`src/rtl/gpmc_pkg.sv`:
```
// Shared definitions for the Wishbone-to-GPMC master: state encoding,
// default phase timings and the phase counter width.
package gpmc_pkg;

  localparam int unsigned CNT_W = 4;

  localparam int unsigned DEF_ADDR_CYCLES   = 2;
  localparam int unsigned DEF_ACCESS_CYCLES = 4;
  localparam int unsigned DEF_HOLD_CYCLES   = 1;
  localparam int unsigned DEF_TURN_CYCLES   = 2;

  typedef enum logic [2:0] {
    ST_IDLE,
    ST_ADDR,
    ST_ACCESS,
    ST_HOLD,
    ST_ACK,
    ST_TURN
  } state_e;

  // Reload value for a phase that lasts 'cycles' clocks.
  function automatic logic [CNT_W-1:0] phase_load(input int unsigned cycles);
    return CNT_W'(cycles - 32'd1);
  endfunction

endpackage

```
`src/rtl/gpmc_phase_timer.sv`:
```
// Loadable down-counter that flags the last cycle of the current phase.
module gpmc_phase_timer
  import gpmc_pkg::*;
(
  input  logic             clk,
  input  logic             reset,
  input  logic             load_i,
  input  logic [CNT_W-1:0] load_val_i,
  output logic             done_o
);

  logic [CNT_W-1:0] count_q, count_d;
  logic             done_q;

  always_comb begin
    count_d = count_q;
    if (load_i) begin
      count_d = load_val_i;
    end else if (count_q != '0) begin
      count_d = count_q - CNT_W'(1);
    end
  end

  // done is registered from the next count so it marks the phase's final cycle.
  always_ff @(posedge clk) begin
    if (reset) begin
      count_q <= '0;
      done_q  <= 1'b1;
    end else begin
      count_q <= count_d;
      done_q  <= (count_d == '0);
    end
  end

  assign done_o = done_q;

endmodule

```
`src/rtl/wishbone_to_gpmc.sv`:
```
// Wishbone slave that runs one asynchronous multiplexed GPMC access per
// transfer; the AD pad is split into in/out/oe for a top-level tristate.
module wishbone_to_gpmc
  import gpmc_pkg::*;
#(
  parameter int unsigned ADDR_WIDTH    = 16,
  parameter int unsigned DATA_WIDTH    = 16,
  parameter int unsigned ADDR_CYCLES   = DEF_ADDR_CYCLES,
  parameter int unsigned ACCESS_CYCLES = DEF_ACCESS_CYCLES,
  parameter int unsigned HOLD_CYCLES   = DEF_HOLD_CYCLES,
  parameter int unsigned TURN_CYCLES   = DEF_TURN_CYCLES
) (
  input  logic                  clk,
  input  logic                  reset,
  input  logic [ADDR_WIDTH-1:0] wbs_address,
  input  logic [DATA_WIDTH-1:0] wbs_writedata,
  output logic [DATA_WIDTH-1:0] wbs_readdata,
  input  logic                  wbs_cycle,
  input  logic                  wbs_strobe,
  input  logic                  wbs_write,
  output logic                  wbs_ack,
  output logic [DATA_WIDTH-1:0] gpmc_ad_out,
  output logic                  gpmc_ad_oe,
  input  logic [DATA_WIDTH-1:0] gpmc_ad_in,
  output logic                  gpmc_advn,
  output logic                  gpmc_csn,
  output logic                  gpmc_wein,
  output logic                  gpmc_oen
);

  state_e                state_q, state_d;
  logic [ADDR_WIDTH-1:0] addr_q, addr_d;
  logic [DATA_WIDTH-1:0] wdata_q, wdata_d;
  logic                  write_q, write_d;
  logic                  abort_q, abort_d;
  logic                  cap_q, cap_d;

  logic [DATA_WIDTH-1:0] rdata_q, rdata_d;
  logic [DATA_WIDTH-1:0] ad_out_q, ad_out_d;
  logic                  ack_q, ack_d;
  logic                  ad_oe_q, ad_oe_d;
  logic                  advn_q, advn_d;
  logic                  csn_q, csn_d;
  logic                  wein_q, wein_d;
  logic                  oen_q, oen_d;

  logic                  timer_load;
  logic [CNT_W-1:0]      timer_val;
  logic                  timer_done;

  gpmc_phase_timer u_timer (
    .clk        (clk),
    .reset      (reset),
    .load_i     (timer_load),
    .load_val_i (timer_val),
    .done_o     (timer_done)
  );

  // Phase sequencing; the request is only looked at in IDLE.
  always_comb begin
    state_d    = state_q;
    timer_load = 1'b0;
    timer_val  = '0;
    addr_d     = addr_q;
    wdata_d    = wdata_q;
    write_d    = write_q;
    abort_d    = abort_q;
    case (state_q)
      ST_IDLE: begin
        if (wbs_cycle && wbs_strobe) begin
          state_d    = ST_ADDR;
          timer_load = 1'b1;
          timer_val  = phase_load(ADDR_CYCLES);
          addr_d     = wbs_address;
          wdata_d    = wbs_writedata;
          write_d    = wbs_write;
          abort_d    = 1'b0;
        end
      end
      ST_ADDR: begin
        if (timer_done) begin
          state_d    = ST_ACCESS;
          timer_load = 1'b1;
          timer_val  = phase_load(ACCESS_CYCLES);
        end
      end
      ST_ACCESS: begin
        if (timer_done) begin
          state_d    = ST_HOLD;
          timer_load = 1'b1;
          timer_val  = phase_load(HOLD_CYCLES);
        end
      end
      ST_HOLD: begin
        if (timer_done) begin
          state_d = ST_ACK;
        end
      end
      ST_ACK: begin
        state_d    = ST_TURN;
        timer_load = 1'b1;
        timer_val  = phase_load(TURN_CYCLES);
      end
      ST_TURN: begin
        if (timer_done) begin
          state_d = ST_IDLE;
        end
      end
      default: state_d = ST_IDLE;
    endcase
    // A dropped cycle only suppresses the ack; the external access runs to completion.
    if ((state_q inside {ST_ADDR, ST_ACCESS, ST_HOLD}) && !wbs_cycle) begin
      abort_d = 1'b1;
    end
  end

  // Pin values follow the state one cycle later; read data is taken on the last ACCESS cycle.
  always_comb begin
    csn_d    = 1'b1;
    advn_d   = 1'b1;
    wein_d   = 1'b1;
    oen_d    = 1'b1;
    ad_oe_d  = 1'b0;
    ad_out_d = ad_out_q;
    ack_d    = 1'b0;
    cap_d    = (state_q == ST_ACCESS) && timer_done && !write_q;
    rdata_d  = cap_q ? gpmc_ad_in : rdata_q;
    case (state_q)
      ST_ADDR: begin
        csn_d    = 1'b0;
        advn_d   = 1'b0;
        ad_oe_d  = 1'b1;
        ad_out_d = DATA_WIDTH'(addr_q);
      end
      ST_ACCESS: begin
        csn_d = 1'b0;
        if (write_q) begin
          ad_oe_d  = 1'b1;
          ad_out_d = wdata_q;
          wein_d   = 1'b0;
        end else begin
          oen_d = 1'b0;
        end
      end
      ST_HOLD: begin
        csn_d = 1'b0;
        if (write_q) begin
          ad_oe_d  = 1'b1;
          ad_out_d = wdata_q;
        end
      end
      ST_ACK:  ack_d = !abort_q;
      default: ;
    endcase
  end

  always_ff @(posedge clk) begin
    if (reset) begin
      state_q  <= ST_IDLE;
      addr_q   <= '0;
      wdata_q  <= '0;
      write_q  <= 1'b0;
      abort_q  <= 1'b0;
      cap_q    <= 1'b0;
      rdata_q  <= '0;
      ad_out_q <= '0;
      ack_q    <= 1'b0;
      ad_oe_q  <= 1'b0;
      advn_q   <= 1'b1;
      csn_q    <= 1'b1;
      wein_q   <= 1'b1;
      oen_q    <= 1'b1;
    end else begin
      state_q  <= state_d;
      addr_q   <= addr_d;
      wdata_q  <= wdata_d;
      write_q  <= write_d;
      abort_q  <= abort_d;
      cap_q    <= cap_d;
      rdata_q  <= rdata_d;
      ad_out_q <= ad_out_d;
      ack_q    <= ack_d;
      ad_oe_q  <= ad_oe_d;
      advn_q   <= advn_d;
      csn_q    <= csn_d;
      wein_q   <= wein_d;
      oen_q    <= oen_d;
    end
  end

  assign wbs_readdata = rdata_q;
  assign wbs_ack      = ack_q;
  assign gpmc_ad_out  = ad_out_q;
  assign gpmc_ad_oe   = ad_oe_q;
  assign gpmc_advn    = advn_q;
  assign gpmc_csn     = csn_q;
  assign gpmc_wein    = wein_q;
  assign gpmc_oen     = oen_q;

endmodule

```
`config.mk`:
```
export PLATFORM = sky130hd
export DESIGN_NAME = wishbone_to_gpmc
export DESIGN_NICKNAME = d
export VERILOG_FILES = /design/src/rtl/gpmc_pkg.sv /design/src/rtl/gpmc_phase_timer.sv /design/src/rtl/wishbone_to_gpmc.sv
export SDC_FILE = /design/constraint.sdc
export NUM_CORES = 1
export LEC_CHECK = 0
export CAP_MARGIN = 20
export CORE_ASPECT_RATIO = 2
export CORE_MARGIN = 2
export CORE_UTILIZATION = 30
export CTS_BUF_LIST = sky130_fd_sc_hd__clkbuf_8
export CTS_CLUSTER_DIAMETER = 200
export DETAILED_ROUTE_END_ITERATION = 6
export GPL_ROUTABILITY_DRIVEN = 0
export PLACE_DENSITY = 0.61
export SETUP_SLACK_MARGIN = 0.2
export SYNTH_ARGS = -nofsm -noshare
export SYNTH_HDL_FRONTEND = slang
export SYNTH_SLANG_ARGS = --single-unit
```
`constraint.sdc`:
```
create_clock -name clk -period 1.9 [get_ports clk]
set_input_delay 0.38 -clock clk [delete_from_list [all_inputs] [get_ports clk]]
set_output_delay 0.38 -clock clk [all_outputs]
set_load 0.05 [all_outputs]
```
==> results, run 1 <==
- The flow ran to the end, and the final reports show no timing, DRC or antenna violations.
- The post-route cell area is approximately 4200 µm².
- For this run, asynchronously set or reset flops after synthesis account for 0.
- Setup violations remaining at the end of the flow were counted as 0.
- The final-report max-slew violation count is 0.
- The floorplan has 52 rows.
- The count of cells in the finished layout, fillers not included, comes to 566.
- Of all cell types, the one taking the most synthesized area is sky130_fd_sc_hd__dfxtp_1.
- STA classifies the critical path startpoint as a register.
- The H-tree was split into 3 levels.
- The number of remaining DRC errors is 0.
- The count of nets left with antenna violations once routing finished came out at 0.
- The clock tree from TritonCTS is done.
- Setup repair after global routing left no endpoint under its margin.
- For the pin with the worst max-slew slack, the measured transition is 0.5468 ns.
- The count of final hold-check violations is 0.
- In this run the deepest clock path goes through 2 buffers.
- The number of global-route vias before repair is approximately 2500.
- The layout filler cell count is between 1000 and 1500.
- The top cell types in the final layout, fill and taps aside, are sky130_fd_sc_hd__dfxtp_1, sky130_fd_sc_hd__nand2_1, sky130_fd_sc_hd__clkdlybuf4s50_1.
- The number of optimization iterations in the first detailed-route pass is 4.
- In the final layout, flip-flops and latches occupy about 1600 µm².
- The largest voltage drop on the vdd net is 0.5054 mV.
- During synthesis, Yosys emitted a total of 0 warnings.
- The worst-skew pair later-pin latency is 0.35 ns.
- The largest net degree at the start of global routing is 35.
- The tool flagged a number of max-cap violations equal to 0.
- The most frequent standard cell in the layout excluding fill and tap cells is sky130_fd_sc_hd__dfxtp_1.
- The data required time of the worst path is about 1.5 ns.
- Of the post-synthesis cell area, the dominant cell type holds 0.5253.
- The share of post-route cells with drive strength above 1 is 0.1044.
- Across the routed clock network, the largest skew measured is about 0.010 ns.
- The clock-pin slew on the worst setup and hold paths is approximately 0.080 ns.
- In this run, CTS created clock tree buffers numbering 9.
- From bottom edge to top edge, the die measures around 150 µm.
- The multi-input combinational cells in the finished layout cover a total of roughly 1300 µm².
- The number of clock sinks seen by CTS is between 80 and 90.
- The max-slew headroom at the worst pin is 0.6369.
- The final period utilization is 0.8572.
- The worst setup slack before clock tree synthesis is 0.06772 ns.
- In the final design database the tool counted 480 nets.
- The number of antenna violations at the first check in global routing is 0.
- The total placed instance area is about 4100 µm².
- A synthesized cell averages 9.159 µm².
- In the synthesized netlist the dominant register cell turns out to be sky130_fd_sc_hd__dfxtp_1.
- The least setup slack across all paths after layout is 0.2713 ns.
- The number of antenna diodes in the final layout is 0.
- The total congestion overflow is 0.
- The initial detailed-routing violation count is 97.
- The number of buffer and inverter stages on the critical path is 1.
- After clock tree synthesis, the setup repair step added 0 buffers.
- Among all stages on the critical path, the largest delay is contributed by sky130_fd_sc_hd__dlygate4sd2_1.
- The sum of net half-perimeters after detailed placement is ~5500 µm.
- The time the final worst path needs with I/O delays and setup is approximately 1.6 ns.
- The area of the die is 11170 µm².
- The post-synthesis sequential element count is between 80 and 90.
- The areal power density over the cells is ~1100 nW/µm².
- The sequential-to-total area share from yosys stat is 0.5253.
- In this design, the stage delay of the slowest critical-path cell is about 0.57 ns.
- The critical path's top delay family is buffers and inverters.
- Summed over all failing endpoints, the final setup total negative slack is 0 ns.
- The first global-routing pass estimated 11940 µm of wire.
- The clock tree root driver cell is sky130_fd_sc_hd__clkbuf_8.
- The number of synthesized flops with an enable pin is 0.
- The count of pins on the block boundary is 91.
- The capturing element type of the critical path is an output port.
- The endpoint arrival time on the critical path is approximately 1.3 ns.
- The worst reg-to-reg setup slack is between 0.3 and 0.4 ns.
- Yosys mapped the design onto 30 distinct sky130hd cell types.
- The total leakage power is about 1.7 nW.
- The critical path goes through dlygate4sd2_1.
- For this configuration, the core starts out at a cell density of 0.3061.
- After detailed placement, the design holds a cell count of 550.
- The total area inside the core boundary comes to 10080 µm².
- The worst hold path belongs to the class reg -> reg.
- The start-to-end type of the worst setup path is reg -> out.
- The count of input and output buffers is 90.
- Synthesis produced a netlist whose cell count is 337.
- The area growth from synthesis to layout is 37.21%.
- The wire length after detailed routing is between 7000 and 8000 µm.
- After detailed routing, the average wire length per cell comes to between 10 and 15 µm.
- Along the worst path, the maximum fanout reaches 2.
- Synthesis produced a netlist with a net count of just under 400.
- Detailed routing inserted a total of roughly 2500 vias.
- The timing-limited maximum frequency is approximately 610 MHz.
- In this run the horizontal extent of the chip is ~76 µm.
- After synthesis, the cell types taking the most area are sky130_fd_sc_hd__dfxtp_1, sky130_fd_sc_hd__mux2i_1, sky130_fd_sc_hd__nand2_1.
- After synthesis the cells add up to 3087 µm².
- Across every metal layer, demand over resource in global routing totals 0.1434.
- The via density per instance is 4.452.
==> timing repair <==
action                                 in CTS  in global routing
setup endpoints to repair                  27                  1
resized for setup                          27                  1
endpoints found under the hold margin       0                  0
hold buffers                                0                  0
==> final timing paths <==
| kind | from | endpoint | cells past startpoint |
|---|---|---|---|
| worst max-delay path | wbs_readdata[1]$_SDFFE_PP0P_ | wbs_readdata[1] | 1 |
| worst min-delay path | abort_q$_SDFFE_PP0P_ | wbs_ack$_SDFF_PP0_ | 1 |
| worst max register to register | state_q[1]$_SDFFE_PP0P_ | addr_q[1]$_SDFFE_PP0N_ | 5 |
| worst min register to register | abort_q$_SDFFE_PP0P_ | wbs_ack$_SDFF_PP0_ | 1 |
==> state kept, by name, indices dropped and copies added (netlist names) <==
| name | cells |
|---|---|
| abort_q | 1 |
| addr_q | 16 |
| cap_q | 1 |
| gpmc_ad_oe | 1 |
| gpmc_ad_out | 16 |
| gpmc_advn | 1 |
| gpmc_csn | 1 |
| gpmc_oen | 1 |
| gpmc_wein | 1 |
| state_q | 3 |
| u_timer.count_q | 4 |
| u_timer.done_o | 1 |
| wbs_ack | 1 |
| wbs_readdata | 16 |
| wdata_q | 16 |
| write_q | 1 |
==> cells in the mapped netlist, types with 3 or more instances <==
master / n
sky130_fd_sc_hd__a211oi_1: 17
sky130_fd_sc_hd__a21oi_1: 38
sky130_fd_sc_hd__buf_2: 8
sky130_fd_sc_hd__buf_6: 6
sky130_fd_sc_hd__clkbuf_1: 11
sky130_fd_sc_hd__dfxtp_1: 81
sky130_fd_sc_hd__inv_1: 5
sky130_fd_sc_hd__mux2i_1: 35
sky130_fd_sc_hd__nand2_1: 69
sky130_fd_sc_hd__nand2b_1: 3
sky130_fd_sc_hd__nand3b_1: 3
sky130_fd_sc_hd__nor2_1: 39
sky130_fd_sc_hd__nor3_1: 3
==> routing by layer <==
metal	global-route usage	share of wire	vias up
met5	0	0	-
met4	0.06842	0.024	0
met3	0.03136	0.035	14
met2	0.2496	0.55	54
met1	0.1581	0.39	1144
li1	-	-	1308
==> power by group <==
part           internal (mW)  switching (mW)
clock network          0.451           0.579
registers               1.93           0.137
logic                  0.648            1.02
==> metrics by stage <==
step / utilization / total power, mW / hold WS [ns]
3_3_place_gp: 0.4067 / 3.766 / 0.4173
5_1_grt: 0.4200 / 5.067 / 0.4549
3_5_place_dp: 0.4067 / 3.810 / 0.4302
2_1_floorplan: - / 3.279 / 0.3982
4_1_cts: 0.4194 / 4.820 / 0.4435
6_report: 0.4200 / 4.770 / 0.4408
==> kinds of logic after synthesis <==
family                     synth area share
muxes                                0.1135
adders and majority gates          0.004053
AOI/OAI and AO/OA                    0.1188
xor gates and xnor gates           0.008514
DFF                                  0.5253
and+or+nand+nor                      0.1743
buffers and inverters               0.05553
==> layout make-up <==
class	instances	share of cell area
Clock inverter	7	0.007386
Multi-Input combinational cell	225	0.3087
Timing Repair Buffer	104	0.2275
Clock buffer	9	0.02925
Sequential cell	81	0.3829
Tap cell	135	0.03988
Inverter	5	0.004431
(Power assumes the default switching activity.)
==> run 2, diff against run 1 <==
CORE_ASPECT_RATIO = 1.1   (was 2)
CORE_MARGIN = 10   (was 2)
SLEW_MARGIN = 10   (was default)
==> run 2 against run 1 <==
Cell area rose by 0.86%. Fmax rose by 1.5%. Critical path type unchanged. First-iteration DRC count grew 90%. Global-route usage fell by 3.7 points. Sequential power rose by 2%. Non-clock buffer count fell by 3. Sequential cell count stayed put. Largest power group unchanged. Core utilization is 0.99 points higher. Total power increased by 5.7%. Clock skew is 0.0026 ns lower. Cell count is 3.2% lower.
==> results, run 2 (synthesis results as in run 1) <==
- Result of the run: finished clean (unchanged).
- The capturing point of the worst reg2reg path is wdata_q[12]$_SDFFE_PP0N_ (was addr_q[1]$_SDFFE_PP0N_).
- The wire length after detailed routing is 8056 µm (was 7367 µm).
- The count of pins on the block boundary came to 91 (unchanged).
- The capturing element type of the critical path is an output port (unchanged).
- The worst reg-to-reg setup slack is 0.34 ns (was 0.33 ns).
- The timing endpoint of the critical path is wbs_readdata[1] (unchanged).
- The core outline area came to 9937 µm² (was 10080 µm²).
- The number of buffers inserted during clock tree synthesis is 9 (unchanged).
- The post-placement cell count was 530 (was 550).
- The floorplan die height is 126.4 µm (was 147.5 µm).
- The library cell contributing the largest single delay on the critical path is sky130_fd_sc_hd__dlygate4sd2_1 (unchanged).
- The worst stage delay on the critical path is 0.55 ns (was 0.57 ns).
- The number of remaining DRC errors is 0 (unchanged).
- The number of cells on the critical path is 1 (unchanged).
- The time the final worst path needs with I/O delays and setup came to 1.604 ns (was 1.629 ns).
- The final-report max-slew violation count is 0 (unchanged).
- The sum of net half-perimeters after detailed placement is 5710 µm (was 5457 µm).
- The final period utilization is 0.8444 (was 0.8572).
- The total congestion overflow is 0 (unchanged).
- The worst min-delay path category is reg -> reg (unchanged).
- The total routing resource utilization after global routing is 0.1068 (was 0.1434).
- The max-slew headroom at the worst pin is 0.6534 (was 0.6369).
- The total setup violations reported at the end of the flow was 0 (unchanged).
- The count of final hold-check violations is 0 (unchanged).
- The routed wire length per instance came to 14.70 µm (was 13.02 µm).
- The total negative slack for setup checks is 0 ns (unchanged).
- The data required time of the worst path was 1.52 ns (about the same).
- The depth of the CTS H-tree is 3 (unchanged).
- The clock tree from TritonCTS is done (unchanged).
- The largest net degree at the start of global routing is 53 (was 35).
- Ordered list of cells on the worst path: dlygate4sd2_1 (unchanged).
- The number of nets in the layout was 477 (was 480).
- The endpoint arrival time on the critical path is 1.22 ns (was 1.25 ns).
- The largest voltage drop on the vdd net is 0.3314 mV (was 0.5054 mV).
- The worst-skew pair later-pin latency was 0.35 ns (about the same).
- The count of hold-fix buffers inserted at cts is 0 (unchanged).
- The clock-pin slew on the worst setup and hold paths is 0.08 ns (about the same).
- The share of the core filled with cells is 0.4299 (was 0.4200).
- The start-to-end type of the worst setup path was reg -> out (unchanged).
- The post-route cell area was 4272 µm² (was 4235 µm²).
- The share of post-route cells with drive strength above 1 came to 0.1192 (was 0.1044).
- The count of input and output buffers is 90 (unchanged).
- The worst hold path stage count came to 1 (unchanged).
- The critical path's top delay family is buffers and inverters (unchanged).
- The floorplan die width is 116.7 µm (was 75.73 µm).
- The total of max-cap violations is 0 (unchanged).
- The clock tree root driver cell is sky130_fd_sc_hd__clkbuf_8 (unchanged).
- The least setup slack across all paths after layout is 0.2956 ns (was 0.2713 ns).
- The areal power density over the cells was 1181 nW/µm² (was 1126 nW/µm²).
- Setup repair after global routing missed its margin: no (unchanged).
- The startpoint type of the worst setup path is a register (unchanged).
- Commonest non-fill, non-tap cells in the layout: sky130_fd_sc_hd__dfxtp_1, sky130_fd_sc_hd__nand2_1, sky130_fd_sc_hd__clkdlybuf4s50_1 (unchanged).
- The starting utilization of the core area is 0.3106 (was 0.3061).
- The maximum fanout encountered on the critical timing path is 2 (unchanged).
- The start of the worst register-to-register path is state_q[1]$_SDFFE_PP0P_ (unchanged).
- The total leakage power came to 1.731 nW (was 1.742 nW).
- The number of optimization iterations in the first detailed-route pass was 4 (unchanged).
- The first-pass GRT wire length came to 12790 µm (was 11940 µm).
- The number of buffer and inverter stages on the critical path is 1 (unchanged).
- The via density per instance is 4.620 (was 4.452).
- The detailed-route via count was 2532 (was 2520).
- The worst reg-to-reg path cell count is 6 (was 5).
- The number of global-route vias before repair is 2609 (was 2479).
- The worst setup slack before clock tree synthesis is 0.04819 ns (was 0.06772 ns).
- The antenna diode count is 0 (unchanged).
- The timing-limited maximum frequency came to 623.3 MHz (was 614.0 MHz).
- The initial detailed-routing violation count came to 184 (was 97).
- The row count is 38 (was 52).
- The area overhead of the layout relative to synthesis came to 38.39% (was 37.21%).
- The most frequent standard cell in the layout excluding fill and tap cells is sky130_fd_sc_hd__dfxtp_1 (unchanged).
- The number of antenna violations at the first check in global routing is 0 (unchanged).
- The final cell count without fillers is 548 (was 566).
- The pin slew with the least headroom to its limit is 0.5219 ns (was 0.5468 ns).
- The number of buffers on the longest clock path is 2 (unchanged).
- The launching element of the worst setup path is wbs_readdata[1]$_SDFFE_PP0P_ (unchanged).
- The area of the die was 14750 µm² (was 11170 µm²).
- The number of clock sinks seen by CTS is 81 (unchanged).
- The count of nets left with antenna violations after detail routing is 0 (unchanged).
- The final setup skew is 0.007753 ns (was 0.01036 ns).
- The total placed instance area is 4043 µm² (was 4101 µm²).
==> run 2: cell types whose count changed in the layout (fill, tap and decap cells not counted), moves of 2 or more <==
cell / previous run / this run
sky130_fd_sc_hd__clkinv_2: 4 / 1
sky130_fd_sc_hd__clkbuf_8: 9 / 12
sky130_fd_sc_hd__dlygate4sd2_1: 26 / 20
sky130_fd_sc_hd__dfxtp_1: 81 / 79
sky130_fd_sc_hd__dfxtp_2: 0 / 2
==> run 2: stage by stage <==
stage               total power [mW]  hold slack (ns)
finish                         5.043           0.4321
global route                   5.334           0.4504
CTS                            5.076           0.4379
detailed placement             3.784           0.4356
global placement               3.746           0.4161
floorplan                      3.279           0.3982
==> run 2: repair_timing <==
item	4_1_cts	5_1_grt
pin swaps	0	1
gates resized for setup	21	3
endpoints found under the setup margin	21	22
gates cloned	0	1
buffers inserted	0	1
endpoints found under the hold margin	0	0
==> run 2: area by class of cell <==
cell class	instances	area [µm²]
tap	120	150.1
multi-input combinational	225	1308
timing repair buffer	101	963.4
fill	1014	5665
clock buffer	12	165.2
inverter	5	18.77
sequential	81	1624
clock inverter	4	42.54
==> run 2: where the power goes <==
part,switching [mW],internal [mW]
clock network,0.584,0.704
logic,0.988,0.661
registers,0.169,1.94
==> run 2: worst min-delay path by stage <==
stage,from,end
after floorplan,abort_q$_SDFFE_PP0P_,wbs_ack$_SDFF_PP0_
after global placement,abort_q$_SDFFE_PP0P_,wbs_ack$_SDFF_PP0_
after detailed placement,abort_q$_SDFFE_PP0P_,wbs_ack$_SDFF_PP0_
after CTS,abort_q$_SDFFE_PP0P_,wbs_ack$_SDFF_PP0_
after global routing,abort_q$_SDFFE_PP0P_,wbs_ack$_SDFF_PP0_
final,abort_q$_SDFFE_PP0P_,wbs_ack$_SDFF_PP0_
==> run 2: per-layer routing <==
| layer | vias to the layer above | track usage | part of all wire |
|---|---|---|---|
| met4 | 0 | 0.04512 | 0.015 |
| met2 | 67 | 0.1729 | 0.46 |
| met1 | 1147 | 0.1264 | 0.47 |
| met5 | - | 0 | 0 |
| met3 | 11 | 0.03442 | 0.061 |
| li1 | 1307 | - | - |
